File: src/rtl/instr_receiver.sv
// Instruction receiver: address-filters strobed instructions from self/right/left,
// arbitrates them round-robin into a show-ahead FIFO with source tags, counts drops.
module instr_receiver #(
  parameter int          WIDTH     = 32,
  parameter logic [7:0]  NODE_ADDR = 8'h00,
  parameter int          DEPTH     = 4,
  parameter int          CNT_WIDTH = 8
) (
  input  logic                 clk,
  input  logic                 reset,
  input  logic                 check_self,
  input  logic                 check_right,
  input  logic                 check_left,
  input  logic [WIDTH-1:0]     instr_self,
  input  logic [WIDTH-1:0]     instr_right,
  input  logic [WIDTH-1:0]     instr_left,
  input  logic                 out_ready,
  output logic                 out_valid,
  output logic [WIDTH-1:0]     out_instr,
  output logic [1:0]           out_src,
  output logic [CNT_WIDTH-1:0] drop_count
);
  localparam int AW = $clog2(DEPTH);

  typedef enum logic [1:0] {
    SRC_SELF  = 2'b00,
    SRC_RIGHT = 2'b01,
    SRC_LEFT  = 2'b10
  } src_e;

  src_e rr_ptr, rr_next;

  logic [2:0]       strobe;
  logic [WIDTH-1:0] in_data   [3];
  logic [2:0]       accept;
  logic [2:0]       hold_valid;
  logic [WIDTH-1:0] hold_data [3];
  logic [2:0]       drained;
  logic [2:0]       dropped;

  logic [WIDTH+1:0] mem [DEPTH];
  logic [AW-1:0]    rd_ptr, wr_ptr;
  logic [AW:0]      count;
  logic             full, pop, can_push, grant, found;
  logic [1:0]       gidx;
  logic [1:0]       order [3];
  logic [1:0]       ndrops;
  logic [CNT_WIDTH+1:0] drop_sum;

  assign strobe     = {check_left, check_right, check_self};
  assign in_data[0] = instr_self;
  assign in_data[1] = instr_right;
  assign in_data[2] = instr_left;

  assign full      = (count == (AW+1)'(DEPTH));
  assign out_valid = (count != '0);
  assign pop       = out_valid && out_ready;
  assign can_push  = !full || pop;
  assign out_instr = out_valid ? mem[rd_ptr][WIDTH-1:0]       : '0;
  assign out_src   = out_valid ? mem[rd_ptr][WIDTH+1:WIDTH]   : '0;

  always_comb begin
    accept  = '0;
    dropped = '0;
    for (int unsigned i = 0; i < 3; i++) begin
      accept[i]  = strobe[i] && ((in_data[i][WIDTH-1 -: 8] == NODE_ADDR) ||
                                 (in_data[i][WIDTH-1 -: 8] == 8'hFF));
      dropped[i] = accept[i] && hold_valid[i] && !drained[i];
    end
    ndrops   = 2'(dropped[0]) + 2'(dropped[1]) + 2'(dropped[2]);
    drop_sum = (CNT_WIDTH+2)'(drop_count) + (CNT_WIDTH+2)'(ndrops);
  end

  // Round-robin search starts at the pointer; the pointer only advances on a grant.
  always_comb begin
    order   = '{2'd0, 2'd1, 2'd2};
    found   = 1'b0;
    gidx    = 2'd0;
    drained = '0;
    rr_next = rr_ptr;
    case (rr_ptr)
      SRC_SELF:  order = '{2'd0, 2'd1, 2'd2};
      SRC_RIGHT: order = '{2'd1, 2'd2, 2'd0};
      default:   order = '{2'd2, 2'd0, 2'd1};
    endcase
    for (int unsigned k = 0; k < 3; k++) begin
      if (!found && hold_valid[order[k]]) begin
        found = 1'b1;
        gidx  = order[k];
      end
    end
    grant = found && can_push;
    if (grant) begin
      drained[gidx] = 1'b1;
      case (gidx)
        2'd0:    rr_next = SRC_RIGHT;
        2'd1:    rr_next = SRC_LEFT;
        default: rr_next = SRC_SELF;
      endcase
    end
  end

  always_ff @(posedge clk) begin
    if (reset) rr_ptr <= SRC_SELF;
    else       rr_ptr <= rr_next;
  end

  always_ff @(posedge clk) begin
    if (reset) begin
      hold_valid <= '0;
      rd_ptr     <= '0;
      wr_ptr     <= '0;
      count      <= '0;
      drop_count <= '0;
    end else begin
      for (int unsigned i = 0; i < 3; i++) begin
        if (drained[i]) hold_valid[i] <= 1'b0;
        if (accept[i] && (!hold_valid[i] || drained[i])) begin
          hold_valid[i] <= 1'b1;
          hold_data[i]  <= in_data[i];
        end
      end
      if (grant) begin
        mem[wr_ptr] <= {gidx, hold_data[gidx]};
        wr_ptr      <= wr_ptr + AW'(1);
      end
      if (pop) rd_ptr <= rd_ptr + AW'(1);
      case ({grant, pop})
        2'b10:   count <= count + (AW+1)'(1);
        2'b01:   count <= count - (AW+1)'(1);
        default: count <= count;
      endcase
      if (drop_sum[CNT_WIDTH+1:CNT_WIDTH] != 2'b00) drop_count <= '1;
      else                                          drop_count <= drop_sum[CNT_WIDTH-1:0];
    end
  end
endmodule

File: config.mk
export PLATFORM = sky130hd
export DESIGN_NAME = instr_receiver
export DESIGN_NICKNAME = d
export VERILOG_FILES = /design/src/rtl/instr_receiver.sv
export SDC_FILE = /design/constraint.sdc
export NUM_CORES = 1
export LEC_CHECK = 0
export BUFFER_PORTS_ARGS = -buffer_cell sky130_fd_sc_hd__buf_2
export CAP_MARGIN = 20
export CORE_ASPECT_RATIO = 0.9
export CORE_MARGIN = 8
export CORE_UTILIZATION = 45
export CTS_CLUSTER_DIAMETER = 150
export DETAILED_ROUTE_END_ITERATION = 7
export GPL_ROUTABILITY_DRIVEN = 0
export PLACE_DENSITY = 0.71
export SYNTH_ARGS = -nofsm -noshare
export SYNTH_HDL_FRONTEND = slang
export SYNTH_SLANG_ARGS = --single-unit
File: constraint.sdc
create_clock -name clk -period 4.7 [get_ports clk]
set_input_delay 0.47 -clock clk [delete_from_list [all_inputs] [get_ports clk]]
set_output_delay 0.47 -clock clk [all_outputs]
set_load 0.05 [all_outputs]
==> results.cfg, run 1 <==
[status]
outcome = finished clean

[setup_path]
cp.required_ns = 5.08
cp-end-kind = register
path_max_fanout = 6
cp.arrival_ns = 3.90
r2r_slack_ns = 1.18
worstSetupStartpointType = register
reg2regPathDepth = 11
critical_path_class = register to register

[drt]
vias = 5495
first_pass_iters = 6
drcViolationCount = 0
routed_via_density = 5.31
wl_um = 21100
dr.first_iter.drc_count = 397
drtAntennaViolNets = 0
wl_per_cell_um = 20.3

[timing]
drv_slew = 0
layout_min_cycle_time_ns = 3.52
maxClockFrequency_mhz = 284
finalHoldViolCount = 0
worst_pin_slew_ns = 1.01
finalSetupViolCount = 0
clock_skew_ns = 0.0139
min_period_over_period = 0.750
worst_slack_ns = 1.18
rsz0062_at_grt = false
slew_headroom = 0.324
setup_tns_ns = 0

[logic_synthesis]
yosys.cell_count.top_type = edfxtp_1
synth-main-ff-cell = edfxtp_1
synthCells = 571
ys_ff_latch = 254
synth_top_area_frac = 0.696
synthTopCellsByCount = edfxtp_1 (232), inv_1 (43), and2_1 (39), mux4_2 (34), a22oi_1 (33)
synthTopCellsByArea = edfxtp_1 (70%), mux4_2 (7.7%), dfxtp_1 (4.4%)
yosysSeqAreaShare = 0.740
synthDistinctLibCells = 44
synth_area_um2 = 10000
synthesis.nets = 683
synth_area_leader_cell = edfxtp_1
synth-edff-count = 232
ys_async_sr_fraction = 0
syn_area_per_cell_um2 = 17.5
yosys_warnings = 0

[die]
die_area_um2 = 27300
die_w_um = 173
die_h_um = 157
start_util = 0.460
io_pins = 145
placementRows = 51
fp.coreArea_um2 = 21800

[power]
powerDensity_nw_per_um2 = 387
ir_drop_mv = 0.334
power_leakage_nw = 4.21

[placed_design]
placed_cell_area_um2 = 11100
portBuffers = 144
hpwl_um = 13700
place_ws_ns = 0.955

[global_routing]
antenna_found_initial = 0
grt_use_total = 0.154
grt_max_degree = 39
grt_pass1_wl_um = 33300
grt_pass1_vias = 6060
grt_remaining_overflow = 0

[cts]
postCtsResizedCells = 0
post_cts_buffers = 0
clk_latency_ns = 0.52
cts_made_buffers = 27
cts_max_level = 1
path_clk_slew_ns = 0.06
hold_buffers = 0
cts.sinks = 254
clockBufferDepth = 3
cts_tree = done
cts_root_buffer = clkbuf_16

[finish]
area.growth.synth_to_final_pct = 19.2
fin_util = 0.548
multi_input_area_um2 = 2330
final_nets = 840
fill_cells = 1713
seqCellArea_um2 = 7410
drive_gt1_frac = 0.364
fin_area_um2 = 11900
antenna_cells = 0

[min_path]
hold_depth = 1
hold_path.class = input port to register

[run]
cap_violations = 0
## report_power, final
group / total, mW / switching (mW) / internal [mW]
Combinational: 0.0859 / 0.0451 / 0.0407
Clock: 2.09 / 0.818 / 1.27
Sequential: 2.45 / 0.00254 / 2.45
## sequential cells by signal, summed over array words and instances (netlist names), named ones only
| name | count |
|---|---|
| mem | 136 |
| hold_data | 96 |
| drop_count | 8 |
| count | 3 |
| hold_valid | 3 |
| rd_ptr | 2 |
| rr_ptr | 2 |
| wr_ptr | 2 |
## critical path: stages (launching register included)
cell and delay (ns):
dfxtp_1 0.35, nor4b_1 0.70, nor3_1 0.11, or3b_1 0.43, fa_1 0.53, inv_1 0.05
ha_1 0.22, fa_1 0.45, nand4_1 0.20, inv_2 0.05, nand4_1 0.20, a21oi_1 0.11
## path summary, 6_finish.rpt
path | startpoint | endpoint
hold reg to reg | count[2] | count[2]
hold / removal | instr_left[16] | hold_data[2][16]
setup / recovery | count[0] | drop_count[5]
setup reg to reg | count[0] | drop_count[5]
## cells by family (layout without fill, tap and decap cells)
group,Yosys count,after routing,share of synthesized area
AND/OR/NAND/NOR,100,100,0.0606
multiplexers,35,35,0.0775
AO/OA/AOI/OAI,95,95,0.0710
adder cells (fa/ha/maj),10,10,0.0148
buffers and inverters,69,242,0.0290
flip-flops,254,254,0.740
XOR/XNOR,8,8,0.00700
## per-stage QoR
stage	total power, mW	cells	hold slack, ns
5_1_grt	4.76	1035	0.102
4_1_cts	4.66	1035	0.103
2_1_floorplan	2.53	571	0.470
6_report	4.62	1035	0.128
3_3_place_gp	2.58	990	0.484
3_5_place_dp	2.58	990	0.506
## cells in the final DEF (no fill, tap or decap), types with 2 or more instances in the layout
master / count
a22oi_1: 33
nand4_1: 8
or3_1: 2
nor2b_1: 4
a31oi_1: 2
clkbuf_16: 27
nor4b_1: 2
dfxtp_1: 20
dfxtp_2: 2
mux4_2: 34
a21oi_1: 14
nor3b_2: 4
xor2_1: 3
clkinv_1: 4
nand3_1: 2
o21ai_1: 7
nand2_1: 5
nor3_1: 3
buf_4: 9
clkinv_2: 2
buf_2: 144
xnor2_1: 5
or4_1: 6
fa_1: 3
inv_1: 43
clkbuf_1: 5
ha_1: 7
and2_1: 35
and2_2: 4
edfxtp_1: 232
o21ai_2: 30
nor2_1: 19
bufinv_16: 4
## cell type report
class,count,area share
multi-input combinational,248,0.195
timing repair buffer,153,0.0661
tap,291,0.0305
clock buffer,32,0.0582
inverter,44,0.0138
sequential,254,0.621
clock inverter,13,0.0149
## layer usage
layer	vias up	global-route usage	part of all wire	wire length, µm
met5	-	0	0	0
met4	0	0.0431	0.020	424
met3	34	0.0318	0.052	1090
met2	183	0.274	0.51	10700
met1	2764	0.189	0.42	8870
li1	2514	-	-	-
Note: power is estimated with default switching activity, not from simulation.
==> run 2: changes to the inputs <==
PLACE_DENSITY = 0.74   (was 0.71)
clock period = 3.2 ns   (was 4.7 ns; I/O delays follow)
==> results.cfg, run 2 (synthesis gave the netlist of run 1 again) <==
[cts]
path_clk_slew_ns = 0.06
cts_max_level = 1
cts_root_buffer = clkbuf_16
cts_tree = done
clockBufferDepth = 3
clk_latency_ns = 0.52
cts_made_buffers = 26
cts.sinks = 254

[timing]
clock_skew_ns = 0.0130
slew_headroom = 0.347
finalSetupViolCount = 0
drv_slew = 0
maxClockFrequency_mhz = 333
min_period_over_period = 0.938
finalHoldViolCount = 0
rsz0062_at_grt = false
worst_slack_ns = 0.200
holdWs_ns = 0.0278
worst_pin_slew_ns = 0.980
setup_tns_ns = 0
layout_min_cycle_time_ns = 3.00

[finish]
final_nets = 941
seqCellArea_um2 = 7410
final_common_cell = edfxtp_1
antenna_cells = 0
layout_common_cells = edfxtp_1 (232), buf_2 (142), dlygate4sd3_1 (80)
drive_gt1_frac = 0.359
fin_util = 0.596
multi_input_area_um2 = 2400
fin_area_um2 = 13000
fill_cells = 1574
top_regs = mem x136, hold_data x96, drop_count x8
final_cells = 1138
area.growth.synth_to_final_pct = 29.6
largest_register_ff_count = 136
largest_register = mem

[global_routing]
grt_pass1_wl_um = 35700
grt_max_degree = 39
grt_pass1_vias = 6476
grt_remaining_overflow = 0
antenna_found_initial = 1
grt_use_total = 0.165

[setup_path]
cp.required_ns = 3.57
rr_startpoint = hold_valid[0]
cp-end-kind = register
reg2regPathDepth = 13
path_max_fanout = 6
critical_path_class = register to register
worstSetupStartpointType = register
cp.arrival_ns = 3.37
r2r_slack_ns = 0.20
rr_endpoint = drop_count[1]

[drt]
vias = 5898
drcViolationCount = 0
drtAntennaViolNets = 0
wl_um = 22500
dr.first_iter.drc_count = 348
first_pass_iters = 5
routed_via_density = 5.18
wl_per_cell_um = 19.8

[min_path]
hold_depth = 1
hold_path_startpoint = instr_right[27]
hold_path_end = hold_data[1][27]
hold_path.class = input port to register

[power]
finalPower_mw = 6.77
ir_drop_mv = 0.448
power_leakage_nw = 4.67
powerDensity_nw_per_um2 = 522

[die]
die_w_um = 173
fp.coreArea_um2 = 21800
die_h_um = 157
die_area_um2 = 27300
start_util = 0.460
io_pins = 145
placementRows = 51

[run]
cap_violations = 0

[placed_design]
place_inst = 1010
portBuffers = 144
place_ws_ns = -0.196
placed_cell_area_um2 = 11300
hpwl_um = 13500

[status]
outcome = finished clean
-- run 2: changes by cell type in the layout (fill, tap and decap cells not counted), moves of 4 or more --
cell           change
dfxtp_2            +4
dlygate4sd3_1     +80
buf_4             +20
clkinv_1           +4
dfxtp_1            -4
-- run 2: area by class of cell --
cell class | count | share of cell area
repair buffers | 255 | 0.138
flip-flops and latches | 254 | 0.572
clock buffers | 30 | 0.0530
inverters | 44 | 0.0127
well taps | 291 | 0.0281
multi-input cells | 248 | 0.185
clock inverters | 16 | 0.0112
-- run 2: critical path, stage by stage, from the launching register on --
cell     delay [ns]
dfxtp_1        0.31
buf_4          0.16
a21oi_2        0.12
o21a_2         0.15
nor3_1         0.05
or3b_1         0.40
fa_1           0.52
inv_1          0.04
ha_2           0.19
fa_2           0.39
nand4_1        0.14
inv_2          0.05
nand4_1        0.23
a21oi_1        0.11
-- run 2: timing repair --
action                     in CTS  in global routing
hold endpoints to repair       82                  0
gates resized for setup         0                 18
hold buffers                   82                  0
setup endpoints to repair       0                  8
buffers inserted                0                  2
-- run 2: layer usage --
layer,part of all wire,track usage,routed length [µm]
met1,0.42,0.199,9390
met2,0.50,0.289,11200
met3,0.049,0.0381,1100
met4,0.033,0.0591,752
met5,0.00053,0,12
-- run 2: worst max path at each step --
stage | to | slack (ns) | cells after the start | from
6_report | drop_count[1] | 0.20 | 13 | hold_valid[0]
5_1_grt | drop_count[1] | 0.04 | 12 | count[1]
4_1_cts | drop_count[0] | 0.03 | 14 | instr_left[30]
3_5_place_dp | drop_count[0] | -0.20 | 13 | instr_self[28]
3_3_place_gp | drop_count[0] | -0.16 | 13 | instr_self[28]
2_1_floorplan | drop_count[0] | 0.05 | 12 | instr_self[26]
-- run 2: power by group --
part	switching (mW)	internal, mW
registers	0.00257	3.59
logic	0.0885	0.132
clock network	1.19	1.76
total	1.28	5.49
==> run 3: changes to the inputs <==
==> constraint.sdc (replaced) <==
create_clock -name clk -period 3.2 [get_ports clk]
set_input_delay 0 -clock clk [delete_from_list [all_inputs] [get_ports clk]]
set_output_delay 0 -clock clk [all_outputs]
set_load 0.05 [all_outputs]
==> results.cfg, run 3 (synthesis gave the netlist of run 1 again) <==
[timing]
maxClockFrequency_mhz = 326
finalSetupViolCount = 0
finalHoldViolCount = 0
worst_pin_slew_ns = 0.996
setup_tns_ns = 0
rsz0062_at_grt = false
min_period_over_period = 0.960
slew_headroom = 0.336
drv_slew = 0
clock_skew_ns = 0.00922
layout_min_cycle_time_ns = 3.07

[finish]
largest_register = mem
fin_util = 0.595
layout_common_cells = edfxtp_1 (232), buf_2 (141), dlygate4sd3_1 (103)
final_cells = 1141
largest_register_ff_count = 136
top_regs = mem x136, hold_data x96, drop_count x8
multi_input_area_um2 = 2390
final_nets = 944
drive_gt1_frac = 0.329
final_common_cell = edfxtp_1
fill_cells = 1583
seqCellArea_um2 = 7410
antenna_cells = 0
area.growth.synth_to_final_pct = 29.3

[global_routing]
grt_use_total = 0.166
grt_pass1_wl_um = 35800
grt_remaining_overflow = 0
antenna_found_initial = 0
grt_max_degree = 39
grt_pass1_vias = 6470

[die]
start_util = 0.460
placementRows = 51
fp.coreArea_um2 = 21800
io_pins = 145
die_h_um = 157
die_area_um2 = 27300
die_w_um = 173

[cts]
clk_latency_ns = 0.51
clockBufferDepth = 3
cts_max_level = 1
cts_made_buffers = 25
cts.sinks = 254
path_clk_slew_ns = 0.06
cts_root_buffer = clkbuf_16
cts_tree = done

[setup_path]
cp_cell_sequence = dlygate4sd3_1 > buf_2 > or4_4 > nor2_4 > o21ai_2 > or3b_1 > fa_1 > inv_1 > ha_2 > fa_2 > nand4_1 > inv_2 > nand4_1 > a21oi_1
cp_slowest_cell = dlygate4sd3_1
max_stage_delay_ns = 0.54
path_max_fanout = 6
cp.arrival_ns = 3.44
cp-end-kind = register
cp.required_ns = 3.57
cp_common_cell = nand4_1
cp_num_buf_inv = 4
critPathTopFamily = simple AND/OR/NAND/NOR gates
worstSetupStartpointType = input port
critical_path_class = input port to register

[power]
powerDensity_nw_per_um2 = 507
finalPower_mw = 6.57
ir_drop_mv = 0.432
power_leakage_nw = 4.61

[placed_design]
place_inst = 996
hpwl_um = 13000
portBuffers = 144

[drt]
first_pass_iters = 5
drtAntennaViolNets = 0
dr.first_iter.drc_count = 311
wl_um = 22700
drcViolationCount = 0
wl_per_cell_um = 19.9
routed_via_density = 5.12
vias = 5847

[run]
cap_violations = 0

[min_path]
hold_path.class = input port to register

[status]
outcome = finished clean
-- run 3: cell count changes in the layout (fill, tap and decap cells not counted), moves of 3 or more --
| cell | change |
|---|---|
| clkbuf_8 | +3 |
| dlygate4sd3_1 | +23 |
| dfxtp_2 | -4 |
| clkinv_1 | -3 |
| clkbuf_1 | +4 |
| dfxtp_1 | +4 |
| clkinv_2 | -3 |
| buf_4 | -14 |
-- run 3: what timing repair did --
action / in CTS / in global routing
resized for setup: 0 / 10
hold buffers: 103 / 0
setup buffers: 0 / 0
endpoints found under the hold margin: 115 / 0
endpoints found under the setup margin: 0 / 8
-- run 3: final cells by class --
class                      count  area share
inverter                      44      0.0128
clock inverter                10     0.00561
timing repair buffer         259       0.143
sequential                   254       0.573
tap                          291      0.0281
multi-input combinational    248       0.184
clock buffer                  35      0.0536
-- run 3: layer usage --
metal	global-route usage	wire, µm
met2	0.293	11400
met1	0.201	9310
met3	0.0390	1310
met5	0	0
met4	0.0533	662
-- run 3: final timing paths --
kind / slack (ns) / from / to / cells after the start
max: 0.13 / instr_self[27] / drop_count[2] / 14
min: 0.19 / instr_self[29] / hold_data[0][29] / 1
max reg2reg: 0.14 / rr_ptr[1] / drop_count[2] / 12
min reg2reg: 0.52 / count[2] / count[2] / 2
-- run 3: power breakdown --
group / switching, mW / internal [mW]
Sequential: 0.00161 / 3.59
Combinational: 0.0930 / 0.141
Clock: 1.15 / 1.58
Total: 1.25 / 5.32
-- run 3: metrics by stage --
stage | area, µm² | hold WS, ns | worst slack, ns
finish | 12900 | 0.187 | 0.128
global route | 12900 | 0.180 | 0.00272
detailed placement | 11100 | 0.178 | 0.0378
CTS | 12900 | 0.170 | 0.00399
global placement | 11100 | 0.176 | 0.122
floorplan | 10000 | 0.0989 | 0.130
